### src/rtl/systolic_pkg.sv
// -----------------------------------------------------------------------------
// systolic_pkg
// Shared types and sizing helpers for the systolic array edge feeders and the
// MAC array top.
//   feeder_state_t : edge feeder FSM encoding (FILL, DRAIN)
//   count_width()  : width of the feeder vector/step counters
//   slot_width()   : width of a tile slot index (never below 1)
//   lane_lsb()     : LSB position of a lane inside a packed lane vector
// -----------------------------------------------------------------------------
package systolic_pkg;

   typedef enum logic [0:0] {
      FILL  = 1'b0,
      DRAIN = 1'b1
   } feeder_state_t;

   localparam int DEFAULT_DATA_WIDTH = 32;
   localparam int DEFAULT_LANES      = 4;
   localparam int DEFAULT_DEPTH      = 4;

   // Step counter must hold the terminal step DEPTH+LANES-2 and the vector
   // count DEPTH without wrapping.
   function automatic int count_width(input int depth, input int lanes);
      int w;
      w = $clog2(depth + lanes);
      return (w < 1) ? 1 : w;
   endfunction

   function automatic int slot_width(input int depth);
      int w;
      w = $clog2(depth);
      return (w < 1) ? 1 : w;
   endfunction

   function automatic int lane_lsb(input int lane, input int width);
      return lane * width;
   endfunction

endpackage

### src/rtl/skew_bank.sv
// -----------------------------------------------------------------------------
// skew_bank
// One tile of storage: DEPTH slots, each holding a full LANES-wide vector.
// Whole vectors are written through a single port; every lane is read from
// its own slot index so the drain can present a diagonal wavefront.
// No reset on the storage: slot contents are only consumed when the feeder
// marks them live.
// Ports:
//   clk_i    : clock
//   we_i     : write enable for slot waddr_i
//   waddr_i  : write slot index
//   wdata_i  : vector to store, lane i at [i*DATA_WIDTH +: DATA_WIDTH]
//   raddr_i  : per-lane read slot index, lane i at [i*SW +: SW]
//   rdata_o  : lane i of slot raddr_i[lane i], packed like wdata_i
// -----------------------------------------------------------------------------
module skew_bank
   import systolic_pkg::*;
#(
   parameter int DATA_WIDTH = DEFAULT_DATA_WIDTH,
   parameter int LANES      = DEFAULT_LANES,
   parameter int DEPTH      = DEFAULT_DEPTH,
   parameter int SW         = slot_width(DEFAULT_DEPTH)
) (
   input  logic                        clk_i,
   input  logic                        we_i,
   input  logic [SW-1:0]               waddr_i,
   input  logic [LANES*DATA_WIDTH-1:0] wdata_i,
   input  logic [LANES*SW-1:0]         raddr_i,
   output logic [LANES*DATA_WIDTH-1:0] rdata_o
);

   logic [LANES*DATA_WIDTH-1:0] mem_q [DEPTH];

   always_ff @(posedge clk_i) begin
      if (we_i) begin
         mem_q[waddr_i] <= wdata_i;
      end
   end

   always_comb begin
      rdata_o = '0;
      for (int i = 0; i < LANES; i++) begin
         rdata_o[lane_lsb(i, DATA_WIDTH) +: DATA_WIDTH] =
            mem_q[raddr_i[i*SW +: SW]][lane_lsb(i, DATA_WIDTH) +: DATA_WIDTH];
      end
   end

endmodule

### src/rtl/systolic_skew_feeder.sv
// -----------------------------------------------------------------------------
// systolic_skew_feeder
// West-edge operand feeder for the systolic array. Collects up to DEPTH
// row-vectors into a tile, then drains the tile with lane i delayed i steps so
// each MAC row sees its operands on the right wavefront.
//
// Optional feature macro: SKEW_FEEDER_DOUBLE_BUFFER_EN
//   defined   : two ping-pong banks; filling continues while the other bank
//               drains and a closed bank starts draining with no bubble.
//   undefined : one bank; input is blocked for the whole drain.
//
// Handshake: a vector transfers on a rising clk edge where in_valid and
// in_ready are both high; in_last is only meaningful on that edge. On the
// output side out_ready is an advance enable: when high the registered
// outputs load the next step (or zeros when nothing is draining), when low
// out_data/out_valid hold. tile_done is a single-cycle pulse.
//
// Ports:
//   clk, rst    : clock, synchronous active-high reset
//   in_valid    : upstream vector valid
//   in_ready    : feeder accepts a vector this cycle
//   in_data     : vector, lane i at [i*DATA_WIDTH +: DATA_WIDTH]
//   in_last     : closes the current tile
//   out_ready   : array advance enable
//   out_data    : skewed lane data, same packing as in_data
//   out_valid   : per-lane element valid
//   tile_done   : pulse coincident with the final drain step
//   dbg_state   : current FSM state
// -----------------------------------------------------------------------------
module systolic_skew_feeder
   import systolic_pkg::*;
#(
   parameter int DATA_WIDTH = DEFAULT_DATA_WIDTH,
   parameter int LANES      = DEFAULT_LANES,
   parameter int DEPTH      = DEFAULT_DEPTH
) (
   input  logic                        clk,
   input  logic                        rst,
   input  logic                        in_valid,
   output logic                        in_ready,
   input  logic [LANES*DATA_WIDTH-1:0] in_data,
   input  logic                        in_last,
   input  logic                        out_ready,
   output logic [LANES*DATA_WIDTH-1:0] out_data,
   output logic [LANES-1:0]            out_valid,
   output logic                        tile_done,
   output feeder_state_t               dbg_state
);

   localparam int CW = count_width(DEPTH, LANES);
   localparam int SW = slot_width(DEPTH);

`ifdef SKEW_FEEDER_DOUBLE_BUFFER_EN
   localparam int NB = 2;
`else
   localparam int NB = 1;
`endif

   // Banks are used strictly in rotation; with a single bank the selector
   // stays at 0.
   function automatic logic next_sel(input logic sel);
      return (NB == 2) ? ~sel : 1'b0;
   endfunction

   feeder_state_t               state_q, state_d;
   logic [CW-1:0]               cnt_q [NB];
   logic [CW-1:0]               cnt_d [NB];
   logic                        closed_q [NB];
   logic                        closed_d [NB];
   logic                        fill_sel_q, fill_sel_d;
   logic                        drain_sel_q, drain_sel_d;
   logic [CW-1:0]               t_q, t_d;
   logic [LANES*DATA_WIDTH-1:0] out_data_q, out_data_d;
   logic [LANES-1:0]            out_valid_q, out_valid_d;
   logic                        tile_done_q, tile_done_d;

   logic                        hs;
   logic [CW-1:0]               n_drain;
   logic                        last_step;
   logic [LANES-1:0]            lane_live;
   logic [LANES*SW-1:0]         rd_idx;
   logic [LANES*DATA_WIDTH-1:0] rd_data [NB];
   logic [NB-1:0]               bank_we;

   // A closed bank refuses input until its drain completes, which also covers
   // the single-bank case where FILL/DRAIN map directly to open/closed.
   assign in_ready  = ~rst & ~closed_q[fill_sel_q];
   assign hs        = in_valid & in_ready;
   assign n_drain   = cnt_q[drain_sel_q];
   assign last_step = (int'(t_q) == int'(n_drain) + LANES - 2);

   // Lane i carries slot t-i while that slot exists in the tile.
   always_comb begin
      lane_live = '0;
      rd_idx    = '0;
      for (int i = 0; i < LANES; i++) begin
         lane_live[i] = (int'(t_q) >= i) && ((int'(t_q) - i) < int'(n_drain));
         if (lane_live[i]) begin
            rd_idx[i*SW +: SW] = SW'(int'(t_q) - i);
         end
      end
   end

   for (genvar b = 0; b < NB; b++) begin : g_bank
      assign bank_we[b] = hs && (int'(fill_sel_q) == b);

      skew_bank #(
         .DATA_WIDTH (DATA_WIDTH),
         .LANES      (LANES),
         .DEPTH      (DEPTH),
         .SW         (SW)
      ) u_bank (
         .clk_i   (clk),
         .we_i    (bank_we[b]),
         .waddr_i (cnt_q[b][SW-1:0]),
         .wdata_i (in_data),
         .raddr_i (rd_idx),
         .rdata_o (rd_data[b])
      );
   end

   always_comb begin
      state_d     = state_q;
      t_d         = t_q;
      fill_sel_d  = fill_sel_q;
      drain_sel_d = drain_sel_q;
      for (int b = 0; b < NB; b++) begin
         cnt_d[b]    = cnt_q[b];
         closed_d[b] = closed_q[b];
      end
      out_data_d  = out_data_q;
      out_valid_d = out_valid_q;
      tile_done_d = 1'b0;

      // Fill side: the tile closes on in_last or when the last slot is used.
      if (hs) begin
         cnt_d[fill_sel_q] = cnt_q[fill_sel_q] + CW'(1);
         if (in_last || (int'(cnt_q[fill_sel_q]) == DEPTH - 1)) begin
            closed_d[fill_sel_q] = 1'b1;
            fill_sel_d           = next_sel(fill_sel_q);
         end
      end

      // Drain side: only advances on out_ready.
      if (out_ready) begin
         if (state_q == DRAIN) begin
            for (int i = 0; i < LANES; i++) begin
               out_valid_d[i] = lane_live[i];
               out_data_d[lane_lsb(i, DATA_WIDTH) +: DATA_WIDTH] = lane_live[i] ?
                  rd_data[drain_sel_q][lane_lsb(i, DATA_WIDTH) +: DATA_WIDTH] : '0;
            end
            if (last_step) begin
               tile_done_d           = 1'b1;
               t_d                   = '0;
               cnt_d[drain_sel_q]    = '0;
               closed_d[drain_sel_q] = 1'b0;
               drain_sel_d           = next_sel(drain_sel_q);
            end else begin
               t_d = t_q + CW'(1);
            end
         end else begin
            out_data_d  = '0;
            out_valid_d = '0;
         end
      end

      // Drain whenever the bank next in line is closed (or closing this edge);
      // this is what removes the bubble in the ping-pong build.
      if (state_q == FILL || (out_ready && last_step)) begin
         state_d = closed_d[drain_sel_d] ? DRAIN : FILL;
      end
   end

   always_ff @(posedge clk) begin
      if (rst) begin
         state_q     <= FILL;
         t_q         <= '0;
         fill_sel_q  <= 1'b0;
         drain_sel_q <= 1'b0;
         for (int b = 0; b < NB; b++) begin
            cnt_q[b]    <= '0;
            closed_q[b] <= 1'b0;
         end
         out_data_q  <= '0;
         out_valid_q <= '0;
         tile_done_q <= 1'b0;
      end else begin
         state_q     <= state_d;
         t_q         <= t_d;
         fill_sel_q  <= fill_sel_d;
         drain_sel_q <= drain_sel_d;
         for (int b = 0; b < NB; b++) begin
            cnt_q[b]    <= cnt_d[b];
            closed_q[b] <= closed_d[b];
         end
         out_data_q  <= out_data_d;
         out_valid_q <= out_valid_d;
         tile_done_q <= tile_done_d;
      end
   end

   assign out_data  = out_data_q;
   assign out_valid = out_valid_q;
   assign tile_done = tile_done_q;
   assign dbg_state = state_q;

endmodule

### config.mk
export PLATFORM = sky130hd
export DESIGN_NAME = systolic_skew_feeder
export DESIGN_NICKNAME = d
export VERILOG_FILES = /design/src/rtl/systolic_pkg.sv /design/src/rtl/skew_bank.sv /design/src/rtl/systolic_skew_feeder.sv
export SDC_FILE = /design/constraint.sdc
export NUM_CORES = 1
export LEC_CHECK = 0
export ABC_AREA = 1
export BUFFER_PORTS_ARGS = -buffer_cell sky130_fd_sc_hd__buf_2
export CAP_MARGIN = 20
export CORE_ASPECT_RATIO = 0.8
export CORE_MARGIN = 10
export CORE_UTILIZATION = 42
export DETAILED_ROUTE_END_ITERATION = 6
export HOLD_SLACK_MARGIN = 0.02
export PLACE_DENSITY = 0.71
export SLEW_MARGIN = 10
export SYNTH_ARGS = -nofsm -noshare
export SYNTH_HDL_FRONTEND = slang
export SYNTH_HIERARCHICAL = 1
export SYNTH_SLANG_ARGS = --single-unit
### constraint.sdc
create_clock -name clk -period 31.4 [get_ports clk]
set_clock_uncertainty 0.15 [all_clocks]
set_input_delay 1.57 -clock clk [delete_from_list [all_inputs] [get_ports clk]]
set_output_delay 1.57 -clock clk [all_outputs]
set_load 0.02 [all_outputs]
# Word-level counts from Yosys, hierarchy flattened
# Memory sizes are Yosys's and may differ from the RTL's.
# Cells that the tools add are included.
[word_totals] reg_bits=138 ramBits=516 input_bits=133 out_inout_bits=135 wordCells=87 n_memories=3
[memory_table] memory="g_bank[0].u_bank.mem_q" depth=4 width=128 read_ports=4 rd_clocked_by_memory_dff=0 wr=1 line_no="skew_bank.sv:32" text="logic [LANES*DATA_WIDTH-1:0] mem_q [DEPTH];"
[memory_table] memory="cnt_q" depth=1 width=3 read_ports=3 rd_clocked_by_memory_dff=0 wr=1 line_no="systolic_skew_feeder.sv:66" text="logic [CW-1:0] cnt_q [NB];"
[memory_table] memory="closed_q" depth=1 width=1 read_ports=2 rd_clocked_by_memory_dff=0 wr=1 line_no="systolic_skew_feeder.sv:68" text="logic closed_q [NB];"
[op_classes] add_sub_neg=7 order_cmp=10 eq_ne=2 mux=38 bitwise_logic=10 reduce_logical=11
[ops] cell="$mux W128" n=2
[ops] cell="$mux W32" n=4
[ops] cell="$lt A32 B4 Y1" n=3
[ops] cell="$mux W3" n=7
[ops] cell="$mux W1" n=20
[ops] cell="$mux W2" n=4
[ops] cell="$sub A3 B2 Y4 const B" n=2
[ops] cell="$add A3 B1 Y3 const B" n=2
[ops] cell="$ge A3 B2 Y1 const B" n=2
[ops] cell="$reduce_or A3 Y1" n=2
[ops] cell="$eq A4 B5 Y1" n=1
[ops] cell="$logic_and A1 B1 Y1" n=5
[ops] cell="$not A1 Y1" n=5
[ops] cell="$sub A4 B2 Y5 const B" n=1
[ops] cell="$add A3 B3 Y4 const B" n=1
[ops] cell="$mux W4" n=1
[ops] cell="$sub A3 B1 Y4 const B" n=1
[ops] cell="$and A1 B1 Y1" n=3
[ops] cell="$and A3 B3 Y3" n=1
[ops] cell="$eq A3 B3 Y1 const B" n=1
[ops] cell="$ge A3 B1 Y1 const B" n=1
[ops] cell="$lt A3 B3 Y1" n=1
[ops] cell="$not A3 Y3" n=1
[ops] cell="$logic_or A1 B1 Y1" n=2
[ops] cell="4 further kinds" n=5

# Depth between registers and ports, before layout
# An unclocked memory read counts as a cell.
[logic_depth] depth_word=11 ltp_mapped=19 ltp_nobuf=17

# Hierarchy
# The synthesis kept the hierarchy.
[by_module_without_submodules] module="skew_bank" instances=1 cells_each=2015 area_per_inst_um2=21657.0 seq_area_each_um2=15374.7
[by_module_without_submodules] module="systolic_skew_feeder" instances=1 cells_each=711 area_per_inst_um2=5642.9 seq_area_each_um2=2822.7

# Worst setup path after synthesis
# Ideal clock, no wire load.
[synth_timing] path_kind="in2reg" start="input port rst" end="memory g_bank[0].u_bank/mem_q[1][0] (netlist name), enable pin" setup_time_ns=0.773 arrival_time_ns=11.035 required_time_ns=30.477 slack_ns=19.441 stages=6 n_path_buf=1 path_cell_list="buf_4 -> nor2_1 -> nand2_1 -> inv_1 -> inv_1 -> nor3_1"
[synth_via] elab_chain_cells=5
[synth_rtl] element="start: declaration" line_no="systolic_skew_feeder.sv:38" text="input logic rst,"
[synth_rtl] element="$not A1 Y1" line_no="systolic_skew_feeder.sv:87" text="assign in_ready = ~rst & ~closed_q[fill_sel_q];"
[synth_rtl] element="$and A1 B1 Y1" line_no="systolic_skew_feeder.sv:87"
[synth_rtl] element="named net in_ready" line_no="systolic_skew_feeder.sv:40" text="output logic in_ready,"
[synth_rtl] element="$and A1 B1 Y1" line_no="systolic_skew_feeder.sv:88" text="assign hs = in_valid & in_ready;"
[synth_rtl] element="named net bank_we" line_no="systolic_skew_feeder.sv:83" text="logic [NB-1:0] bank_we;"
[synth_rtl] element="$mux W1" line_no="skew_bank.sv:35" text="if (we_i) begin"
[synth_rtl] element="$mux W1 (not written as such)" line_no="skew_bank.sv:36" text="mem_q[waddr_i] <= wdata_i;"
[synth_rtl] element="end: declaration" line_no="skew_bank.sv:32"
# The timed path passes the listed nets, and every way through them passes these cells.

==> impl_results.md <==
* Status: finished, final reports clean
* Worst Setup End Kind: flip-flop
* Routability Congestion at 0.735
* FF+latch count, synth at 653
* DRT Pass-1 Iters at 6
* Internal power at 1.43 mW
* CTS Buf Count at 67
* Die X-Extent at 305 um
* Logic pwr share at 8.2%
* Adder-Cell Fraction of Synth Area at 0.917%
* Yosys warnings at 6
* Clk slew on worst S/H paths at 0.06 ns
* Worst-Skew Late Latency at 0.60 ns
* Via count at 18500
* Synth Cell Area at 27300 sq um
* Setup TNS at 0 ns
* Commonest non-fill, non-tap cell in the layout: nand2_1
* Setup violators final at 0
* DRC at 0
* RSZ-0062 raised after global routing: no
* Worst slew pin tran at 1.17 ns
* Sequential element share of the synthesized area at 66.7%
* Die height at 248 um
* Worst path cell trace: inv_1 -> ha_1 -> inv_1 -> ha_1 -> nand2_1 -> nand2_1 -> nand2_1 -> nand2_1 -> nand2_2 -> nand2_1 -> nor2_4 -> buf_4 -> inv_2 -> buf_12 -> nand2_1 -> nand3_1 -> nand2_1 -> nand4_1 -> a21oi_1
* Root Driver: clkbuf_16
* Wirelength, routed at 65.3 mm
* Crit path max fanout at 65
* Reg power frac at 51.0%
* First-pass GRT wire length at 101 mm
* Clk pwr share at 40.8%
* CP startpoint: t_q[0]
* Fmax achieved at 0.203 GHz
* Top cell type's share of synthesized area at 56.3%
* Compound-Gate Fraction of Synth Area at 2.68%
* Largest net degree at the start of global routing at 129
* Main combinational cell family by area after synthesis: simple AND/OR/NAND/NOR gates
* Max Cap Viol at 0
* Core ar. at 64300 sq um
* Layout cells sized above 1 at 14.1%
* Unique masters post-synth at 25
* Initial antenna violation count at 12
* Final HPWL DP at 36.3 mm
* Total congestion overflow at 0
* Crit-path max cell delay at 0.62 ns
* CTS tree: built
* Depth of the CTS H-tree at 3
* Average cell area after synthesis at 10.0 sq um
* Post-CTS Setup Bufs at 0
* Final Max Tran Viols at 0
* PD cells at 60.1 nW/um^2
* Flop2flop setup slack at 26.47 ns
* Final hold vios at 0
* Die area at 75700 sq um
* Switch Pwr at 0.449 mW
* NumNets Final at 3109
* CTS sink count at 653
* # rows at 83
* Cts hold-fix bufs at 0
* Simple-gate share of the synthesized area at 18.8%
* Synth area leader: edfxtp_1
* P_leak at 13.8 nW
* CP endpoint: out_data[54]
* Routed Antenna Nets at 0
* Crit-path slowest cell: nand2_2
* Max transition margin at 21.7%
* FF-to-FF Start: t_q[0]
* Avg WL per Cell at 16.9 um
* Final hold slack at 0.310 ns
* CP dominant cell by count: nand2_1
* Crit-path leading delay family: simple AND/OR/NAND/NOR gates
* Vias in the first global route at 17800
* Reg2Reg Capture Point: out_data[54]
* Maximum buffer depth of the clock tree at 3
* Type of the most critical hold path: reg -> reg
* Synth Area in XOR/XNOR at 0.0321%
* WP data required at 31.77 ns
* Syn_nets at 2879
* Commonest cells after routing, fill and taps aside: nand2_1, inv_1, edfxtp_1
* # fillers at 5804
* Synth top area cells: edfxtp_1, nand2_1, dfxtp_1
* DRT iter0 DRCs at 1226
* Final Cycle Share at 15.7%
* Reg2Reg Depth at 19
* Cell count after synthesis at 2726
* IO Pins at 268
* CTS resizes at 0
* Worst VDD drop at 0.0506 mV
* CP Buf/Inv Count at 5
* Worst Path Arrival at 5.30 ns
* All-Layer GR Usage at 16.9%
* Via-per-instance ratio at 4.79
* Startpoint types: flip-flop
* Area grow syn2layout at 14.7%
* Mux share of post-synthesis cell area at 0%
* Port Buffers at 267
* Critical path depth at 19
* Initial Utilization at 42.5%
* Critical path class: reg -> reg
* Net Sw Frac at 23.8%
* Tmin final at 4.93 ns
==> power groups by stage <==
stage	sequential, mW	combinational, mW	clock (mW)
3_5_place_dp	0.979	0.153	0
3_3_place_gp	0.979	0.150	0
6_report	0.961	0.154	0.768
5_1_grt	0.962	0.173	0.825
2_1_floorplan	0.987	0.104	0
4_1_cts	0.961	0.154	0.789
==> per-stage QoR <==
step	instance area, sq um	power [mW]	setup slack (ns)	util [%]	std cells
6_report	31300	1.88	26.47	48.7	3865
5_1_grt	31300	1.96	26.09	48.7	3864
4_1_cts	31200	1.90	26.26	48.6	3857
3_5_place_dp	29100	1.13	26.28	45.2	3734
3_3_place_gp	29100	1.13	26.48	45.2	3734
2_1_floorplan	27300	1.09	19.44	-	2726
==> cells in the mapped netlist <==
master / number
nand2_1: 835
inv_1: 542
edfxtp_1: 512
nand3_1: 291
dfxtp_1: 141
a21oi_1: 133
nand4_1: 64
buf_2: 48
buf_4: 31
buf_6: 31
clkbuf_1: 26
nor2_1: 21
ha_1: 20
o21ai_0: 7
inv_2: 5
nor3_1: 4
buf_1: 3
nand2_2: 3
a21oi_2: 2
clkinv_1: 2
nor2_2: 1
o21ai_1: 1
o21bai_1: 1
or2_1: 1
xor2_1: 1
==> state kept, by name, summed over array words and instances, names as in the netlist <==
signal,flops
out_data,128
out_valid,4
g_bank.u_bank/mem_q,512
tile_done,1
cnt_q,3
dbg_state,1
t_q,3
closed_q,1
==> worst min-delay path by stage <==
stage | depth (start not counted) | start | endpoint | slack, ns
final | 2 | out_data[79] | out_data[79] | 0.31
after global placement | 2 | out_data[126] | out_data[126] | 0.30
after floorplan | 2 | cnt_q[0][2] | cnt_q[0][2] | 0.37
after global routing | 2 | out_data[86] | out_data[86] | 0.33
after detailed placement | 2 | out_data[79] | out_data[79] | 0.30
after CTS | 2 | out_data[79] | out_data[79] | 0.31
==> tightest hold or removal path: stages (launching register included) <==
cell,delay (ns)
dfxtp_1,0.30
nand2_1,0.06
a21oi_1,0.05
==> area by class of cell <==
type	instances	area (sq um)	area share, %
Sequential cell	653	18200	58.1
Multi-Input combinational cell	1385	6170	19.7
Inverter	549	2070	6.60
Clock buffer	89	1810	5.78
Timing Repair Buffer	300	1660	5.29
Tap cell	850	1060	3.40
Clock inverter	34	324	1.04
Antenna cell	5	12.5	0.0400
==> cells by family after synthesis <==
family | after synthesis
AOI/OAI and AO/OA | 144
xor gates and xnor gates | 1
adders and majority gates | 20
buffers and inverters | 688
DFF | 653
and+or+nand+nor | 1220
==> routing by layer <==
metal	vias up	routed length, um	GRT usage (%)
li1	9166	-	-
met1	8730	28700	22.0
met2	481	30800	27.8
met3	113	4190	3.89
met4	14	1490	5.53
met5	-	86	0
Note: power is estimated with default switching activity, not from simulation.
